`config.mk`:
```
export PLATFORM = sky130hd
export DESIGN_NAME = rwldrv_seq
export DESIGN_NICKNAME = d
export VERILOG_FILES = /design/src/rtl/rwldrv_pkg.sv /design/src/rtl/rwldrv_plane_mux.sv /design/src/rtl/rwldrv_seq.sv
export SDC_FILE = /design/constraint.sdc
export NUM_CORES = 1
export LEC_CHECK = 0
export BUFFER_PORTS_ARGS = -buffer_cell sky130_fd_sc_hd__buf_2
export CORE_MARGIN = 10
export CORE_UTILIZATION = 45
export DETAILED_ROUTE_END_ITERATION = 10
export PLACE_DENSITY = 0.66
export SYNTH_ARGS = -nofsm -noshare
export SYNTH_HDL_FRONTEND = slang
export SYNTH_SLANG_ARGS = --single-unit
```
`constraint.sdc`:
```
create_clock -name clk -period 16.5 [get_ports clk]
set_input_delay 1.65 -clock clk [delete_from_list [all_inputs] [get_ports clk]]
set_output_delay 1.65 -clock clk [all_outputs]
set_load 0.01 [all_outputs]
```
`src/rtl/rwldrv_pkg.sv`:
```
// Shared geometry, derived widths and state encoding for the sequenced
// read-wordline driver.
package rwldrv_pkg;

    localparam int unsigned ROWS  = 8;
    localparam int unsigned BANKS = 2;
    localparam int unsigned MAXW  = 24;

    localparam int unsigned BW = (BANKS > 1) ? $clog2(BANKS) : 1;
    localparam int unsigned SW = (MAXW > 1) ? $clog2(MAXW) : 1;
    localparam int unsigned RW = BANKS * ROWS;
    localparam int unsigned XW = ROWS * MAXW;

    typedef enum logic [0:0] {
        IDLE  = 1'b0,
        DRIVE = 1'b1
    } state_e;

endpackage

```
`src/rtl/rwldrv_plane_mux.sv`:
```
// Selects one bit plane across all rows and steers it, inverted, onto the
// chosen bank; every other bank stays idle-high.
module rwldrv_plane_mux
    import rwldrv_pkg::*;
(
    input  logic [XW-1:0] data,
    input  logic [SW-1:0] bit_idx,
    input  logic [BW-1:0] bank,
    output logic [RW-1:0] rwlb_c
);

    logic [MAXW-1:0] row [ROWS];
    logic [ROWS-1:0] plane;

    for (genvar r = 0; r < ROWS; r++) begin : g_row
        assign row[r]   = data[r*MAXW +: MAXW];
        assign plane[r] = row[r][bit_idx];
    end

    // Out-of-range bank values match no slice and leave the bus all ones.
    always_comb begin
        rwlb_c = '1;
        for (int b = 0; b < BANKS; b++) begin
            if (bank == BW'(b)) begin
                rwlb_c[b*ROWS +: ROWS] = ~plane;
            end
        end
    end

endmodule

```
`src/rtl/rwldrv_seq.sv`:
```
// Sequenced read-wordline driver: loads an activation word per row, then walks
// its bit planes MSB-first, one plane per step, with abort and done signalling.
module rwldrv_seq
    import rwldrv_pkg::*;
(
    input  logic          clk,
    input  logic          rst,
    input  logic          in_valid,
    output logic          in_ready,
    input  logic [XW-1:0] xin,
    input  logic [BW-1:0] in_bank,
    input  logic [SW-1:0] in_width,
    input  logic          step,
    input  logic          abort,
    output logic [RW-1:0] rwlb,
    output logic [SW-1:0] bit_idx,
    output logic          busy,
    output logic          last,
    output logic          done
);

    localparam logic [SW-1:0] WMAX = SW'(MAXW - 1);

    state_e        state;
    logic [XW-1:0] data_q;
    logic [BW-1:0] bank_q;

    logic          load_c;
    logic          adv_c;
    logic          fin_c;
    logic          drive_c;
    logic [SW-1:0] wm1_c;
    logic [SW-1:0] idx_c;
    logic [XW-1:0] data_c;
    logic [BW-1:0] bank_c;
    logic [RW-1:0] plane_c;

    // bit_idx doubles as the plane counter: it starts at W-1 and counts down.
    assign wm1_c   = (in_width > WMAX) ? WMAX : in_width;
    assign load_c  = (state == IDLE) && in_valid;
    assign adv_c   = (state == DRIVE) && step && !abort && !last;
    assign fin_c   = (state == DRIVE) && step && !abort && last;
    assign drive_c = load_c || ((state == DRIVE) && !abort && !fin_c);
    assign idx_c   = load_c ? wm1_c : (adv_c ? bit_idx - SW'(1) : bit_idx);
    assign data_c  = load_c ? xin : data_q;
    assign bank_c  = load_c ? in_bank : bank_q;

    rwldrv_plane_mux u_plane_mux (
        .data    (data_c),
        .bit_idx (idx_c),
        .bank    (bank_c),
        .rwlb_c  (plane_c)
    );

    // Outputs are registered from next-state values so a new plane shows one cycle after load/step.
    always_ff @(posedge clk or posedge rst) begin
        if (rst) begin
            state    <= IDLE;
            data_q   <= '0;
            bank_q   <= '0;
            rwlb     <= '1;
            bit_idx  <= '0;
            busy     <= 1'b0;
            last     <= 1'b0;
            done     <= 1'b0;
            in_ready <= 1'b1;
        end else begin
            state    <= drive_c ? DRIVE : IDLE;
            data_q   <= data_c;
            bank_q   <= bank_c;
            rwlb     <= drive_c ? plane_c : '1;
            bit_idx  <= drive_c ? idx_c : '0;
            busy     <= drive_c;
            last     <= drive_c && (idx_c == '0);
            done     <= fin_c;
            in_ready <= !drive_c;
        end
    end

endmodule

```
==> Word-level counts from Yosys, hierarchy flattened <==
Cells that the tools add are included.
{ "totals": {"register_bits": 219, "word_cells": 54, "input_bits": 203} }
{ "op_classes": {"addsub": 1, "muxes": 26, "n_reduce_logical": 14, "magnitude_cmp": 2, "bitwise_logic": 2} }
{ "ops": {"columns": ["operator", "count"], "rows": [
  ["2-to-1 mux 192 bit", 1],
  ["binary-select mux 1 bit (select 5 bit)", 8],
  ["2-to-1 mux 5 bit", 4],
  ["2-to-1 mux 16 bit", 1],
  ["2-to-1 mux 8 bit", 2],
  ["2-to-1 mux 1 bit", 10],
  ["logical AND 1 bit", 8],
  ["inverter 8 bit", 1],
  ["less-than comparator 5 x 6 -> 1 bit (second input constant)", 1],
  ["greater-than comparator 5 bit (second input constant)", 1],
  ["zero test 5 bit", 1],
  ["subtractor 5 x 1 -> 5 bit (second input constant)", 1],
  ["zero test 1 bit", 4],
  ["logical OR 1 bit", 1],
  ["inverter 1 bit", 1]
]} }

==> Longest topological paths before layout <==
Gate-level depths: netlist of run 1.
{ "logic_depth": {"depth_word": 10, "mapped_depth": 12, "depth_no_buf": 9} }

==> Cells and area by module <==
A second synthesis of run 1 with hierarchy kept.
{ "hier_totals": {"cells_unflattened": 1106, "hier_area_um2": 10063.4} }
{ "by_module_without_submodules": {"columns": ["module", "area_per_inst_um2", "cells_per_inst", "instances", "seq_area_each_um2"], "rows": [
  ["rwldrv_seq", 8255.4, 904, 1, 5476.5],
  ["rwldrv_plane_mux", 1808.0, 202, 1, 0.0]
]} }

==> Worst setup path before layout of run 1 <==
OpenSTA, ideal clock, no wires.
{ "synth_path": {"path_type": "input port to flip-flop", "from": "in abort", "to": "reg rwlb[1]", "cell_stages": 8, "t_arrival_ns": 3.725, "slack_ns": 12.692, "cell_sequence": "nor4bb_4 -> buf_6 -> mux2_4 -> a211o_1 -> nand3b_4 -> nor2b_1 -> or4_4 -> o32a_1"} }
{ "synth_between": {"elab_chain_len": 10, "word_cells_on_any_way": 15, "cone_classes": "mux (6); bitwise (1); reduce/logical (8)"} }
{ "synth_rtl": {"columns": ["element", "line_no", "rtl"], "rows": [
  ["from (decl)", "rwldrv_seq.sv:14", "input logic abort,"],
  ["zero test 1 bit *", "rwldrv_seq.sv:41, rwldrv_seq.sv:42, rwldrv_seq.sv:43", null],
  ["logical AND 1 bit", "rwldrv_seq.sv:41, rwldrv_seq.sv:42", null],
  ["logical AND 1 bit", "rwldrv_seq.sv:41", "assign adv_c = (state == DRIVE) && step && !abort && !last;"],
  ["2-to-1 mux 5 bit (2 in series)", "rwldrv_seq.sv:44", "assign idx_c = load_c ? wm1_c : (adv_c ? bit_idx - SW'(1) : bit_idx);"],
  ["binary-select mux 1 bit (select 5 bit)", "rwldrv_plane_mux.sv:17", "assign plane[r] = row[r][bit_idx];"],
  ["2-to-1 mux 1 bit (not written as such)", "rwldrv_plane_mux.sv:17", null],
  ["inverter 8 bit", "rwldrv_plane_mux.sv:25", "rwlb_c[b*ROWS +: ROWS] = ~plane;"],
  ["2-to-1 mux 8 bit", "rwldrv_plane_mux.sv:24", "if (bank == BW'(b)) begin"],
  ["2-to-1 mux 16 bit *", "rwldrv_seq.sv:71", "rwlb <= drive_c ? plane_c : '1;"],
  ["to (signal assigned)", "rwldrv_seq.sv:71", null],
  ["to (decl)", "rwldrv_seq.sv:15", "output logic [RW-1:0] rwlb,"]
]} }
Mark *: on every way between the ends. The rest lies on a longest branch, timed or not. The select of a mux whose other input is x is not followed.

==> Worst setup path in the final report of run 1 <==
{ "layout_path": {"from": "in abort", "to": "reg rwlb[4]"} }
The elaborated chain is that of the path after synthesis.

==> metrics, run 1 <==
Tot Pwr=between 1.5 and 2 mW; HP Class=reg2reg; all-layer global routing usage=between 15 and 20%; row cnt=55; cells along the critical path=buf_2 -> nor3b_1 -> mux2i_1 -> or2_4 -> buf_4 -> mux2i_1 -> nor2b_1 -> or4_4 -> o32a_1; Worst-Skew Late Latency=between 0.5 and 0.6 ns; vias in the first global route=between 8000 and 9000; Sw Share=33.28%; Flop pwr share=about 40%; Final TNS setup=0 ns; DP Wirelength=between 20000 and 25000 um; Yosys cell types=51; Tcrit/Tclk final=29.62%; Area growth, synth to finish=19.24%; Routed Wire Length=about 30000 um; Initial Util=between 40% and 50%; first-pass GRT wire length=~46000 um; Post-CTS Setup Inserts=0; clk root buf=clkbuf_16; largest area contributor in the netlist=dfrtp_1; max frequency=just over 200 MHz; Core ar.=around 23000 um^2; final net count=between 1500 and 2000; Iteration-0 DRC Markers=between 600 and 700; DRC Markers=0; reg2reg start=last; layout cells sized above 1=around a quarter; CTS H-tree lvls=1; worst hold path stage count=2; io pins=228; Vias=approximately 8400; cts repair resizes=0; routed vias/inst=approximately 5; CP startpoint kind=input port; Final Instance Count excl. Fillers=roughly 1700; status=finished clean; Die W=around 170 um; Max IR drop VDD=about 0.10 mV; cell area after synthesis=10430 um^2; max_slew headroom=23.67%; Synth Instances=around 1200; min cycle time layout=a little under 5 ns; Clock Power Share=a little under 30%; Synth Area per Inst=approximately 9.0 um^2; Inst Count DP=about 1600; worst r2r dst=rwlb[4]; CP max stage cell=or2_4; pre-CTS WS=11.14 ns; YS warnings=0; Synth Register Bits=218; Port Buffer Count=about 230; cell mode on critical path=mux2i_1; setup ws final=~12 ns; Fillers=2141; largest net degree at the start of global routing=roughly 140; Tightest Pin Transition=around 1.1 ns; post-synthesis sequential area ratio=52.49%; Req. time, crit path=approximately 17 ns; 1st-pass router iterations=4; Inserted Clock Buffers=23; max cap viols=0; Slew Limit Fails=0; top cells by area, synth=dfrtp_1 (48%), nand2_1 (22%), mux2i_1 (10%); r2r setup slk=12.44 ns; # clock sinks=218; Wirelength per Cell=~18 um; Fin. Hold Viols=0; initial antenna violation count=0; reg2reg path depth=8; n_diodes=0; P_leak=around 6.7 nW; DIE HEIGHT=roughly 170 um; die area=29680 um^2; largest delay contributor family on the critical path=simple AND/OR/NAND/NOR gates; post-route ant nets=0; GP Congestion=0.8502; Max clock buf depth=3; critical path type=in2reg; hold buffer count at cts=0; Fin Clk Skew=around 0.016 ns; dominant synthesized flop cell=dfrtp_1; grt ovf=0; Switch Pwr=~0.6 mW; Hold Startpoint=data_q[87]; CTS tree=built; P per Cell Area=between 100 and 150 nW/um^2; RSZ-0062 raised after global routing=no; worst path bufs/invs=2; Worst EP arrival=~5.3 ns; CTS clk-pin slew, worst paths=0.06 ns; Comb power frac=a little under a third; CP Capture Type=register; syn nets=1364; internal power=1.191 mW; Final setup viols=0; worst-path fanout max=52; top cell type's share of synthesized area=between 40% and 50%; Post-synth EDFFs=0; Post-synth ARST share=100.0%; Largest stage delay, worst path=between 0.7 and 0.8 ns; Min-Delay Endpoint=data_q[87]
cells by family (layout without fill, tap and decap cells):
| group | count (synthesis) | after routing | share of synthesized area (%) |
|---|---|---|---|
| AO/OA/AOI/OAI | 59 | 59 | 5.265 |
| XOR/XNOR | 1 | 1 | 0.08396 |
| adder cells (fa/ha/maj) | 1 | 1 | 0.1199 |
| buffers and inverters | 70 | 285 | 3.502 |
| flip-flops | 218 | 218 | 52.49 |
| multiplexers | 119 | 119 | 11.63 |
| AND/OR/NAND/NOR | 692 | 692 | 26.91 |
layout by cell type (no fill, tap or decap), drive strengths merged, types with 8 or more instances in the layout:
master  instances
o32a           17
nor2           17
dfstp          17
nor2b          25
clkbuf         33
buf           235
a21oi          14
mux2           15
dfrtp         201
mux2i         104
or4             8
nand2         619
inv             9
routing by layer:
layer	wire, um	up-vias	GRT usage (%)
met5	0	-	0
met4	681	0	5.360
met3	2205	43	4.514
met2	13640	271	30.38
met1	13510	3957	27.19
li1	-	4135	-
Yosys cell counts (4+ instances only):
library cell  count
buf_6             7
inv_1             8
nand2_1         619
nand2b_1          4
dfstp_2          17
buf_1            10
nor2b_1          25
a21boi_0          5
or4_4             6
mux2_2           14
o32a_1           17
buf_2            34
dfrtp_1         201
a21oi_1          12
mux2i_1         104
clkbuf_1          9
nor2_1           17
area by class of cell:
type | instances | area [um^2] | area share (%)
clock buffer | 33 | 653.1 | 5.250
inverter | 8 | 37.54 | 0.3017
multi-input combinational | 872 | 4619 | 37.13
timing repair buffer | 235 | 1196 | 9.615
sequential | 218 | 5477 | 44.02
clock inverter | 9 | 101.3 | 0.8146
tap | 285 | 356.6 | 2.866
registers in the layout, indices dropped and copies added, names as in the netlist:
name and count:
bank_q 1, data_q 192, rwlb 16, bit_idx 5, busy 1, last 1
done 1, in_ready 1
through the flow:
step / area (um^2) / util (%) / hold slack [ns]
final: 12440 / 54.78 / 0.4715
after global routing: 12440 / 54.78 / 0.4786
after CTS: 12440 / 54.78 / 0.4719
after detailed placement: 11690 / 51.46 / 0.4575
after global placement: 11690 / 51.46 / 0.4507
after floorplan: 10430 / - / 0.4358
power by group through the flow:
stage | sequential [mW] | clock [mW] | combinational [mW]
after CTS | 0.711 | 0.528 | 0.557
after global routing | 0.722 | 0.550 | 0.613
final | 0.711 | 0.520 | 0.554
after floorplan | 0.713 | 0 | 0.395
after global placement | 0.716 | 0 | 0.543
after detailed placement | 0.720 | 0 | 0.554
worst reg2reg max path, delay by kind of cell, from the launching register on:
kind                   cells  cell delay [ns]
multiplexers               2             0.66
AND/OR/NAND/NOR            4             1.76
flip-flops                 1             0.45
AO/OA/AOI/OAI              1             0.34
buffers and inverters      1             0.79
worst max path at each step:
stage / slack, ns / from / depth (start not counted) / to
finish: 11.61 / abort / 9 / rwlb[4]
global route: 11.42 / abort / 9 / rwlb[3]
CTS: 11.67 / abort / 9 / rwlb[4]
detailed placement: 11.14 / abort / 9 / rwlb[4]
global placement: 11.22 / abort / 9 / rwlb[2]
floorplan: 8.91 / rst / 1 / bank_q
Power figures use the tool's default switching activity.
==> run 2: changes to the inputs <==
ABC_AREA = 1   (was unset)
PLACE_DENSITY = 0.69   (was 0.66)
clock period = 3.95 ns   (was 16.5 ns; I/O delays follow)
==> metrics, run 2 <==
all-layer global routing usage=about a fifth; Fillers=approximately 2200; Port Buffer Count=roughly 230; largest area contributor in the netlist=dfrtp_1; P_leak=~6.7 nW; Post-Synth Simple-Gate Area=roughly two fifths; Max IR drop VDD=0.2672 mV; reg2reg path depth=15; Synth Area per Inst=7.509 um^2; Req. time, crit path=~4.4 ns; Slew Limit Fails=0; Register Area=5477 um^2; Core ar.=22500 um^2; first-pass GRT wire length=between 40000 and 50000 um; count leader, synth=nand2_1; Fin Clk Skew=roughly 0.012 ns; main combinational cell family by area after synthesis=simple AND/OR/NAND/NOR gates; CTS clk-pin slew, worst paths=roughly 0.060 ns; Die W=between 150 and 200 um; Yosys cell types=26; Final Util=between 50% and 60%; most frequent cells in the layout=nand2_1 (771), nand3_1 (233), buf_2 (227); max cap viols=0; post-synthesis compound-gate area fraction=less than 1%; final net count=around 1700; row cnt=55; CP startpoint kind=register; GP Congestion=0.8767; Tightest Pin Transition=about 0.99 ns; CP max stage cell=buf_4; Max clock buf depth=3; Cell Area, Placed=11440 um^2; routed vias/inst=about 5.1; worst hold path stage count=3; Initial Util=around 45%; Min-Delay Endpoint=data_q[108]; mux cell area share after synthesis=0%; cell mode on critical path=nand2_1; Worst EP arrival=3.28 ns; Post-Synth Adder-Cell Area=0.1223%; post-synthesis sequential area ratio=a little over half; Final TNS setup=0 ns; Final setup viols=0; DRC Markers=0; Commonest cells post-synth=nand2_1 (771), nand3_1 (234), dfrtp_1 (201); Fin. Hold Viols=0; io pins=228; DP Wirelength=between 20000 and 25000 um; XOR/XNOR Fraction of Synth Area=less than 1%; Synth Register Bits=218; vias in the first global route=slightly above 9000; worst r2r dst=rwlb[3]; Post-synth ARST share=100.0%; initial antenna violation count=2; grt ovf=0; worst-path fanout max=55; Synth Instances=1362; P per Cell Area=577.9 nW/um^2; largest net degree at the start of global routing=around 200; area occupied by multi-input gates=4255 um^2; Top reg by flops=data_q; critical path type=reg2reg; CTS tree=built; # clock sinks=between 200 and 250; status=finished clean; top cell type's share of synthesized area=a little under 50%; largest registers=data_q (192), rwlb (16), bit_idx (5); Area growth, synth to finish=19.27%; Post-synth EDFFs=0; r2r setup slk=~1.1 ns; Largest register FFs=about 190; clk root buf=clkbuf_16; most common cell after layout, fill and taps aside=nand2_1; YS warnings=0; layout cells sized above 1=about a fifth; max frequency=approximately 350 MHz; Worst-Skew Late Latency=around 0.51 ns; Post-CTS Setup Inserts=0; design area=approximately 12000 um^2; post-route ant nets=0; 1st-pass router iterations=5; DIE HEIGHT=170.8 um; Routed Wire Length=roughly 32000 um; dominant synthesized flop cell=dfrtp_1; HP Class=in2reg; top cells by area, synth=dfrtp_1 (49%), nand2_1 (28%), nand3_1 (11%); Vias=9324; cells along the critical path=inv_2 -> nand2_8 -> inv_6 -> nand2_1 -> or2_1 -> nand2_2 -> buf_4 -> nand3_1 -> nand2_1 -> nand2_1 -> nand2_1 -> inv_1 -> nand2_1 -> nand2_1 -> nand3_1; Hold Startpoint=xin[108]; CP Capture Type=register; Wirelength per Cell=around 17 um; Largest stage delay, worst path=around 0.45 ns; Inserted Clock Buffers=23; CTS H-tree lvls=1; min cycle time layout=about 2.8 ns; RSZ-0062 raised after global routing=no; max_slew headroom=between 30 and 40%; Tcrit/Tclk final=between 70% and 80%; Iteration-0 DRC Markers=850; reg2reg start=busy; die area=between 20000 and 30000 um^2; syn nets=about 1600; cell area after synthesis=between 10000 and 15000 um^2
==> run 2: changes by cell type after synthesis, sizes merged, moves of 15 or more <==
cell   change
inv       +18
mux2      -15
mux2i    -104
nand2    +156
nor2b     -25
o32a      -17
nand3    +231
==> run 2: logic make-up after synthesis <==
logic type | Yosys count
compound gates | 5
xor+xnor | 1
fa+ha+maj | 1
buf+inv | 109
flops | 218
simple gates | 1028
==> run 2: timing repair <==
action | CTS | global route
hold buffers | 1 | 0
gates resized for setup | 0 | 0
endpoints found under the hold margin | 6 | 0
==> run 2: worst max-delay path, delay by kind of cell, from the launching register on <==
kind                   cells  cell delay [ns]
and+or+nand+nor           11             1.54
buffers and inverters      4             0.79
DFF                        1             0.42
==> run 2: cell type report <==
cell class | instances | share of cell area [%]
well taps | 285 | 2.923
flip-flops and latches | 218 | 44.90
diodes | 1 | 0.02052
multi-input cells | 1035 | 34.89
clock buffers | 33 | 5.519
inverters | 27 | 0.9027
clock inverters | 7 | 0.5744
repair buffers | 239 | 10.28
==> run 2: layer usage <==
| metal | part of all wire (%) | vias up | global-route usage (%) |
|---|---|---|---|
| li1 | - | 4629 | - |
| met1 | 43 | 4327 | 28.71 |
| met2 | 46 | 317 | 33.24 |
| met3 | 7.9 | 49 | 5.115 |
| met4 | 2.2 | 2 | 5.835 |
| met5 | 0.041 | - | 0 |
==> run 2: where the power goes <==
group          internal, mW  leakage (nW)  switching [mW]
clock                  1.25         0.366           0.871
sequential             2.72          2.66           0.151
combinational         0.644          3.62            1.41
==> run 2: worst max-delay path by stage <==
| stage | from | cells after the start | slack (ns) | end |
|---|---|---|---|---|
| CTS | busy | 15 | 1.12 | rwlb[3] |
| global placement | busy | 15 | 1.19 | rwlb[14] |
| finish | busy | 15 | 1.11 | rwlb[3] |
| global route | busy | 15 | 0.83 | rwlb[3] |
| detailed placement | busy | 15 | 1.14 | rwlb[3] |
| floorplan | rst | 1 | 0.73 | bank_q |
==> run 2: stage by stage <==
step | std cells | worst slack [ns] | power [mW] | hold WS (ns)
3_3_place_gp | 1803 | 1.189 | 4.920 | 0.3221
3_5_place_dp | 1803 | 1.140 | 4.958 | 0.3231
5_1_grt | 1845 | 0.8336 | 7.485 | 0.1113
6_report | 1845 | 1.112 | 7.049 | 0.1143
4_1_cts | 1844 | 1.124 | 7.082 | 0.1011
2_1_floorplan | 1362 | 0.7288 | 4.305 | 0.4449
